--- src/rtl/lif_pkg.sv ---
// rtl/lif_pkg.sv - shared constants and update-result type for the LIF neuron array
//
// Purpose: default parameter values for lif_array and the packed struct that
//          carries one neuron's next state out of the combinational update.
// Ports:   none (package).

package lif_pkg;

  localparam int LIF_THR_INIT = 100;
  localparam int LIF_THR_MIN  = 8;
  localparam int LIF_THR_MAX  = 240;
  localparam int LIF_UP_SHIFT = 3;
  localparam int LIF_DN_SHIFT = 5;
  localparam int LIF_REFRAC   = 2;

  // The result struct is sized for the widest supported datapath; narrower
  // instances use the low W bits of each field.
  localparam int LIF_MAX_W    = 16;
  localparam int LIF_REFR_W   = 8;

  typedef struct packed {
    logic [LIF_MAX_W-1:0]  v_next;
    logic [LIF_MAX_W-1:0]  thr_next;
    logic [LIF_REFR_W-1:0] refr_next;
    logic                  spike;
    logic [LIF_MAX_W-1:0]  state_out;
  } lif_upd_t;

endpackage

--- src/rtl/lif_update.sv ---
// rtl/lif_update.sv - combinational single-neuron leaky integrate-and-fire update
//
// Purpose: given one neuron's stored potential, threshold and refractory count
//          plus an input current, compute its next state and the emitted result.
// Ports:
//   v          in   W            stored potential
//   thr        in   W            stored adaptive threshold
//   refr       in   LIF_REFR_W   remaining refractory updates
//   current    in   W            unsigned synaptic current
//   beta       in   8            leak factor, beta/256
//   learn_thr  in   1            enable threshold adaptation
//   upd        out  lif_upd_t    next state, spike flag and output potential

module lif_update
  import lif_pkg::*;
#(
  parameter int W        = 8,
  parameter int THR_MIN  = LIF_THR_MIN,
  parameter int THR_MAX  = LIF_THR_MAX,
  parameter int UP_SHIFT = LIF_UP_SHIFT,
  parameter int DN_SHIFT = LIF_DN_SHIFT,
  parameter int REFRAC   = LIF_REFRAC
) (
  input  logic [W-1:0]          v,
  input  logic [W-1:0]          thr,
  input  logic [LIF_REFR_W-1:0] refr,
  input  logic [W-1:0]          current,
  input  logic [7:0]            beta,
  input  logic                  learn_thr,
  output lif_upd_t              upd
);

  localparam logic [W:0] THR_MIN_V = (W+1)'(THR_MIN);
  localparam logic [W:0] THR_MAX_V = (W+1)'(THR_MAX);

  logic [W+7:0] prod;
  logic [W-1:0] leak;
  logic [W:0]   sum_wide;
  logic [W-1:0] sum_sat;
  logic [W:0]   thr_w;
  logic [W:0]   thr_up;
  logic [W:0]   thr_dn;

  // Leak keeps the integer part of v*beta/256.
  assign prod     = {8'b0, v} * {{W{1'b0}}, beta};
  assign leak     = W'(prod >> 8);
  assign sum_wide = {1'b0, current} + {1'b0, leak};
  assign sum_sat  = sum_wide[W] ? {W{1'b1}} : sum_wide[W-1:0];

  // One extra bit so the raise cannot wrap before the ceiling clamp.
  assign thr_w  = {1'b0, thr};
  assign thr_up = thr_w + (thr_w >> UP_SHIFT);
  assign thr_dn = thr_w - (thr_w >> DN_SHIFT);

  always_comb begin
    upd = '0;
    upd.thr_next[W-1:0] = thr;
    if (refr != '0) begin
      // Refractory: the current is discarded and the potential held at rest.
      upd.refr_next = refr - 1'b1;
    end else if (sum_sat >= thr) begin
      upd.spike             = 1'b1;
      upd.state_out[W-1:0]  = sum_sat;
      upd.refr_next         = LIF_REFR_W'(REFRAC);
      if (learn_thr) begin
        upd.thr_next[W-1:0] = (thr_up > THR_MAX_V) ? THR_MAX_V[W-1:0] : thr_up[W-1:0];
      end
    end else begin
      upd.state_out[W-1:0]  = sum_sat;
      upd.v_next[W-1:0]     = sum_sat;
      if (learn_thr) begin
        upd.thr_next[W-1:0] = (thr_dn < THR_MIN_V) ? THR_MIN_V[W-1:0] : thr_dn[W-1:0];
      end
    end
  end

endmodule

--- src/rtl/lif_array.sv ---
// rtl/lif_array.sv - time-multiplexed array of N leaky integrate-and-fire neurons
//
// Purpose: holds per-neuron potential, threshold and refractory count; each
//          accepted event does one read-modify-write through lif_update and
//          the result is presented on a registered valid/ready stream.
// Ports:
//   clk         in   1      clock
//   rst         in   1      synchronous reset, active-high
//   beta        in   8      leak factor, beta/256, sampled per event
//   learn_thr   in   1      threshold adaptation enable, sampled per event
//   in_valid    in   1      event valid
//   in_ready    out  1      event accepted when in_valid && in_ready
//   in_idx      in   IDX_W  target neuron
//   in_current  in   W      unsigned input current
//   out_valid   out  1      result valid
//   out_ready   in   1      downstream accepts result
//   out_idx     out  IDX_W  neuron index of result
//   out_spike   out  1      neuron fired
//   out_state   out  W      saturated potential before spike reset

module lif_array
  import lif_pkg::*;
#(
  parameter int N        = 16,
  parameter int IDX_W    = (N > 1) ? $clog2(N) : 1,
  parameter int W        = 8,
  parameter int THR_INIT = LIF_THR_INIT,
  parameter int THR_MIN  = LIF_THR_MIN,
  parameter int THR_MAX  = LIF_THR_MAX,
  parameter int UP_SHIFT = LIF_UP_SHIFT,
  parameter int DN_SHIFT = LIF_DN_SHIFT,
  parameter int REFRAC   = LIF_REFRAC
) (
  input  logic             clk,
  input  logic             rst,
  input  logic [7:0]       beta,
  input  logic             learn_thr,
  input  logic             in_valid,
  output logic             in_ready,
  input  logic [IDX_W-1:0] in_idx,
  input  logic [W-1:0]     in_current,
  output logic             out_valid,
  input  logic             out_ready,
  output logic [IDX_W-1:0] out_idx,
  output logic             out_spike,
  output logic [W-1:0]     out_state
);

  localparam logic [IDX_W:0] N_V = (IDX_W+1)'(N);

  logic [W-1:0]          v_mem    [N];
  logic [W-1:0]          thr_mem  [N];
  logic [LIF_REFR_W-1:0] refr_mem [N];

  logic             accept;
  logic             idx_ok;
  logic [IDX_W-1:0] rd_idx;
  lif_upd_t         upd;

  // Single output register with no skid buffer: a new event can only be taken
  // when the register is empty or being drained this cycle.
  assign in_ready = !out_valid || out_ready;
  assign accept   = in_valid && in_ready;
  assign idx_ok   = {1'b0, in_idx} < N_V;
  assign rd_idx   = idx_ok ? in_idx : '0;

  lif_update #(
    .W        (W),
    .THR_MIN  (THR_MIN),
    .THR_MAX  (THR_MAX),
    .UP_SHIFT (UP_SHIFT),
    .DN_SHIFT (DN_SHIFT),
    .REFRAC   (REFRAC)
  ) u_update (
    .v         (v_mem[rd_idx]),
    .thr       (thr_mem[rd_idx]),
    .refr      (refr_mem[rd_idx]),
    .current   (in_current),
    .beta      (beta),
    .learn_thr (learn_thr),
    .upd       (upd)
  );

  if (W < LIF_MAX_W) begin : g_hi
    logic unused_hi;
    assign unused_hi = ^{upd.v_next[LIF_MAX_W-1:W], upd.thr_next[LIF_MAX_W-1:W],
                         upd.state_out[LIF_MAX_W-1:W]};
  end

  always_ff @(posedge clk) begin
    if (rst) begin
      for (int i = 0; i < N; i++) begin
        v_mem[i]    <= '0;
        thr_mem[i]  <= W'(THR_INIT);
        refr_mem[i] <= '0;
      end
      out_valid <= 1'b0;
      out_idx   <= '0;
      out_spike <= 1'b0;
      out_state <= '0;
    end else begin
      if (accept && idx_ok) begin
        v_mem[in_idx]    <= upd.v_next[W-1:0];
        thr_mem[in_idx]  <= upd.thr_next[W-1:0];
        refr_mem[in_idx] <= upd.refr_next;
      end
      if (accept) begin
        // Out-of-range events are swallowed: accepted but produce no result.
        out_valid <= idx_ok;
        if (idx_ok) begin
          out_idx   <= in_idx;
          out_spike <= upd.spike;
          out_state <= upd.state_out[W-1:0];
        end
      end else if (out_ready) begin
        out_valid <= 1'b0;
      end
    end
  end

endmodule

--- config.mk ---
export PLATFORM = sky130hd
export DESIGN_NAME = lif_array
export DESIGN_NICKNAME = d
export VERILOG_FILES = /design/src/rtl/lif_pkg.sv /design/src/rtl/lif_update.sv /design/src/rtl/lif_array.sv
export SDC_FILE = /design/constraint.sdc
export NUM_CORES = 1
export LEC_CHECK = 0
export BUFFER_PORTS_ARGS = -buffer_cell sky130_fd_sc_hd__clkbuf_2
export CAP_MARGIN = 10
export CORE_MARGIN = 2
export CORE_UTILIZATION = 50
export CTS_CLUSTER_SIZE = 30
export DETAILED_ROUTE_END_ITERATION = 16
export GPL_ROUTABILITY_DRIVEN = 0
export HOLD_SLACK_MARGIN = 0.03
export PLACE_DENSITY = 0.66
export SYNTH_ARGS = -nofsm -noshare
export SYNTH_HDL_FRONTEND = slang
export SYNTH_SLANG_ARGS = --single-unit
export TNS_END_PERCENT = 10
--- constraint.sdc ---
create_clock -name clk -period 14.8 [get_ports clk]
set_clock_uncertainty 0.2 [all_clocks]
set_input_delay 2.96 -clock clk [delete_from_list [all_inputs] [get_ports clk]]
set_output_delay 2.96 -clock clk [all_outputs]
set_load 0.05 [all_outputs]
# Yosys cells after proc, flatten, opt, wreduce, memory -nomap -nowiden
# Memories as Yosys holds them, arrays and structs flattened.
# Cells that the tools add are included.
dict set report totals {
  reg_bits 14
  out_inout_bits 15
  n_memories 3
  ramBits 384
}
# name words word_bits read_ports rd_ports_with_merged_regs wr line_no
set mem_list {}
lappend mem_list {refr_mem 16 8 1 0 16 lif_array.sv:53} ;# logic [LIF_REFR_W-1:0] refr_mem [N];
lappend mem_list {thr_mem 16 8 1 0 16 lif_array.sv:52} ;# logic [W-1:0] thr_mem [N];
lappend mem_list {v_mem 16 8 1 0 16 lif_array.sv:51} ;# logic [W-1:0] v_mem [N];
dict set report op_classes {
  n_mux 29
  order_cmp 3
  n_reduce_logical 8
  n_addsub 4
  multipliers 1
}
# operator count
set op_table {}
lappend op_table {{8-bit two-way mux} 14}
lappend op_table {{8-bit OR reduction} 3}
lappend op_table {{8-bit by 8-bit multiplier with 16-bit output} 1}
lappend op_table {{4-bit two-way mux} 3}
lappend op_table {{1-bit two-way mux} 11}
lappend op_table {{8-bit by 5-bit adder with 9-bit output} 1}
lappend op_table {{8-bit by 8-bit adder with 9-bit output} 1}
lappend op_table {{9-bit by 8-bit > comparator with 1-bit output (second input constant)} 1}
lappend op_table {{9-bit by 4-bit less-than comparator with 1-bit output (second input constant)} 1}
lappend op_table {{8-bit by 3-bit subtractor with 9-bit output} 1}
lappend op_table {{8-bit greater-or-equal comparator} 1}
lappend op_table {{8-bit nonzero test} 1}
lappend op_table {{8-bit by 1-bit subtractor with 8-bit output (second input constant)} 1}
lappend op_table {{3-bit two-way mux} 1}
lappend op_table {{2-bit nonzero test} 1}
lappend op_table {{1-bit logical AND} 1}
lappend op_table {{1-bit zero test} 1}
lappend op_table {{1-bit logical OR} 1}

# Logic depth before layout (Yosys ltp)
dict set report logic_depth {
  ltp_word 8
  mapped_depth 43
  ltp_nobuf 35
}

# Hierarchy
# Synthesis repeated with hierarchy kept, for this count alone.
dict set report unflattened {
  hier_cells 1678
  area_unflattened_um2 20828.7
}
# module cells_per_inst area_each_um2 n_inst
set by_module_without_submodules {}
lappend by_module_without_submodules {lif_array 1218 17235.3 1}
lappend by_module_without_submodules {lif_update 460 3593.4 1}

# Worst setup path after synthesis
# OpenSTA, ideal clock, no wires.
dict set report synth_timing {
  path_type {input to register}
  startpoint {in in_idx[0]}
  endpoint {mem thr_mem[8][3], data pin}
  path_stages 40
  slack_ns 1.995
  t_required_ns 14.331
  n_path_buf 6
  arrival_time_ns 12.336
  cell_sequence {buf_6 buf_6 buf_4 buf_1 buf_2 mux4_2 mux4_2 and2_1 fa_1 inv_1 fa_1 inv_1 fa_1 fa_1 ha_1 o21ai_0 nor3_1 a41oi_2 [4 not listed] nor2_1 ha_1 nor2b_1 o21ai_0 a21boi_0 o21a_1 o211a_1 nor3_1 inv_1 ha_1 a2111oi_0 nor2b_1 o21ai_1 nand2_1 o211ai_1 a21oi_1 clkbuf_1 nor3_1}
}
# element line_no
set synth_lines {}
lappend synth_lines {{from (decl)} lif_array.sv:40} ;# input logic [IDX_W-1:0] in_idx,
lappend synth_lines {{to (decl)} lif_array.sv:52}

==> PnR_summary.wiki <==
{| class="wikitable"
! Metric !! Value
|-
| Number of antenna violations at the first check in global routing || 0
|-
| Top cells by area, synth || sky130_fd_sc_hd__edfxtp_1, sky130_fd_sc_hd__mux4_2, sky130_fd_sc_hd__nor2_1
|-
| Leading cell type in the layout, fill and taps excluded || sky130_fd_sc_hd__edfxtp_1
|-
| Iteration-0 DRC count of the detailed router || 1698
|-
| Primary flip-flop cell chosen by synthesis mapping || sky130_fd_sc_hd__edfxtp_1
|-
| Vias after detailed routing || 13304
|-
| Number of detailed-route iterations in the first pass || 5
|-
| Crit path max fanout || 51
|-
| Maximum clock insertion buffer count || 3
|-
| Hold path cells || 2
|-
| Ratio of cells with drive above 1 in the final layout || 0.178
|-
| Width of the chip || 207 µm
|-
| DR WL met3 || 5060 µm
|-
| Yosys reg bits || 398
|-
| Global-route wire length before repair || 81800 µm
|-
| DRC Markers || 0
|-
| Total standard cell area after synthesis || 20600 µm²
|-
| Critical path class || input pin to register
|-
| Met2 wire length || 25800 µm
|-
| Final-report max-slew violation count || 0
|-
| Overflow left after global routing || 0
|-
| Worst-case register-to-register setup slack || 4.78 ns
|-
| Ports || 40
|-
| Count of input and output buffers || 39
|-
| Post-Synthesis Net Count || 1686
|-
| Hpwl dp || 33400 µm
|-
| Overall routing resource usage || 0.262
|-
| Synthesis-to-layout area growth || 9.73%
|-
| Post-layout instance count excluding filler cells || 2153
|-
| Ys async rst share || 0
|-
| Cell at the slowest stage of the critical path || sky130_fd_sc_hd__a2111oi_0
|-
| Initial cell density of the core || 0.506
|-
| Power density over the cells || 142 nW/µm²
|-
| Number of cells after detailed placement || 2075
|-
| Critical R2R Capture || thr_mem[10][4]
|-
| Synthesized instance count || 1565
|-
| Result of the run || completed
|-
| Final count of hold timing violations || 0
|-
| Clock tree sinks || 398
|-
| Row count || 74
|-
| Clk Tree Root Cell || sky130_fd_sc_hd__clkbuf_16
|-
| Pin count of the biggest net entering global routing || 52
|-
| Proportion of synthesized chip area in sequential cells || 0.573
|-
| Endpoint class of the critical path || register
|-
| Most used cell, CP || sky130_fd_sc_hd__fa_1
|-
| Drt wl/cell || 25.2 µm
|-
| Launching point of the worst reg2reg path || v_mem[15][3]
|-
| Net count, final || 1710
|-
| Avg Synthesized Cell Area || 13.2 µm²
|-
| Max_slew headroom || 0.167
|-
| Setup repair after global routing missed its margin || false
|-
| Maximum operating frequency || 78.3 MHz
|-
| Clock tree from TritonCTS || done
|-
| Post-cts gate resize count || 0
|-
| Post-Route M1 WL || 21900 µm
|-
| Cell taking the most area after synthesis || sky130_fd_sc_hd__edfxtp_1
|-
| TritonCTS Buffers || 42
|-
| Skew-Pair Late Insertion Delay || 0.56 ns
|-
| Logic depth of the worst register-to-register path || 31
|-
| Per-cell via count in the routed design || 6.18
|-
| Antenna Nets Post-Route || 0
|-
| Total Neg Setup Slack || 0 ns
|-
| Slew at the pin with the worst max-slew slack || 1.25 ns
|-
| Clock transition at the register clock pins on the worst setup and hold paths after CTS || 0.06 ns
|-
| Antenna diodes || 0
|-
| Unique masters post-synth || 77
|-
| Portion of synthesized cell area occupied by the leading cell type || 0.560
|-
| Critical Path Max Stage Delay || 0.71 ns
|-
| Number of enable-type register cells in the synthesized netlist || 384
|-
| Max-cap violations || 0
|-
| Worst IR Drop VDD || 0.0000895 V
|-
| Leakage dissipation || 7.99 nW
|-
| Critical hold path startpoint || out_state[5]
|-
| Final setup violation count || 0
|-
| Std-Cell Core Area || 40700 µm²
|-
| Data required time at the worst endpoint || 14.87 ns
|-
| Critical path arrival || 12.84 ns
|-
| Count of hold buffers inserted by post-cts repair || 0
|-
| Total number of H-tree levels || 2
|-
| Final critical-path required period || 12.77 ns
|-
| Sum of routed wire length over all layers || 54300 µm
|-
| Highest metal layer with signal wires || met4
|-
| Nature of the critical path startpoint || input pin
|-
| Post-CTS Setup Repair Bufs || 0
|-
| Chip Height || 207 µm
|-
| Final period utilization || 0.863
|-
| Count of yosys warnings during synthesis || 0
|-
| Via count of the first global-routing pass || 13384
|-
| Highest-count cells in the layout ignoring fill and taps || sky130_fd_sc_hd__edfxtp_1, sky130_fd_sc_hd__nor2_1, sky130_fd_sc_hd__nand2_1
|-
| Die area || 42800 µm²
|-
| Hold Path End || out_state[5]
|-
| Min-Delay Path Class || register to register
|}
==> flip-flops by register name, summed over array words and instances (netlist names) <==
signal / cells
out_spike: 1
out_state: 8
v_mem: 128
thr_mem: 128
refr_mem: 128
out_valid: 1
out_idx: 4
==> power breakdown <==
group / switching, mW / internal [mW] / total (mW)
combinational: 0.577 / 0.310 / 0.887
clock: 0.443 / 0.592 / 1.03
sequential: 0.0105 / 1.27 / 1.28
==> critical path: cells and delay by family <==
family / cells / cell delay, ns
fa+ha+maj: 7 / 2.76
xor+xnor: 1 / 0.22
buf+inv: 3 / 0.67
simple gates: 7 / 1.47
mux: 2 / 1.16
compound gates: 12 / 3.53
==> layer usage <==
layer,vias up,GRT usage
met5,-,0
met4,0,0.0811
met3,115,0.0391
met2,713,0.425
met1,6747,0.369
li1,5729,-
==> cell usage after synthesis (all sizes together), types with 12 or more instances <==
library cell and n:
o21ai 20, dfxtp 14, inv 67, nand2b 21, fa 38, and2 52, clkbuf 62, nand2 126
xnor2 12, a21oi 35, ha 58, nor3 50, buf 41, nand3 12, nor2 347, mux4 111
edfxtp 384
==> final cells by class <==
| cell class | count | area [µm²] |
|---|---|---|
| fill | 3327 | 18100 |
| sequential | 398 | 11800 |
| multi-input combinational | 996 | 8020 |
| clock buffer | 49 | 1080 |
| tap | 532 | 666 |
| timing repair buffer | 83 | 534 |
| inverter | 68 | 255 |
| clock inverter | 27 | 244 |
==> cells by family (layout without fill, tap and decap cells) <==
family                     after synthesis  after routing  synth area share
and+or+nand+nor                        647            647             0.140
DFF                                    398            398             0.573
buffers and inverters                  171            227            0.0374
AOI/OAI and AO/OA                      120            120            0.0445
muxes                                  115            115             0.125
adders and majority gates               96             96            0.0721
xor gates and xnor gates                18             18           0.00765
==> worst max-delay path by stage <==
stage / startpoint / cells past startpoint / slack (ns) / endpoint
finish: in_idx[0] / 32 / 2.03 / thr_mem[10][4]
global route: in_idx[0] / 34 / 1.43 / thr_mem[9][4]
CTS: in_idx[0] / 32 / 2.14 / thr_mem[6][7]
detailed placement: in_idx[0] / 32 / 1.58 / thr_mem[6][7]
global placement: in_idx[0] / 35 / 1.76 / thr_mem[5][4]
floorplan: in_idx[0] / 40 / 1.99 / thr_mem[8][3]
==> stage by stage <==
stage	util	worst slack (ns)	power, mW	hold WS [ns]	cell area (µm²)
floorplan	-	1.99	1.95	0.471	20600
global placement	0.522	1.76	2.16	0.241	21300
detailed placement	0.522	1.58	2.18	0.247	21300
CTS	0.555	2.14	3.20	0.253	22600
global route	0.555	1.43	3.36	0.277	22600
finish	0.555	2.03	3.20	0.254	22600
No activity file was read; power rests on OpenSTA's default activity.
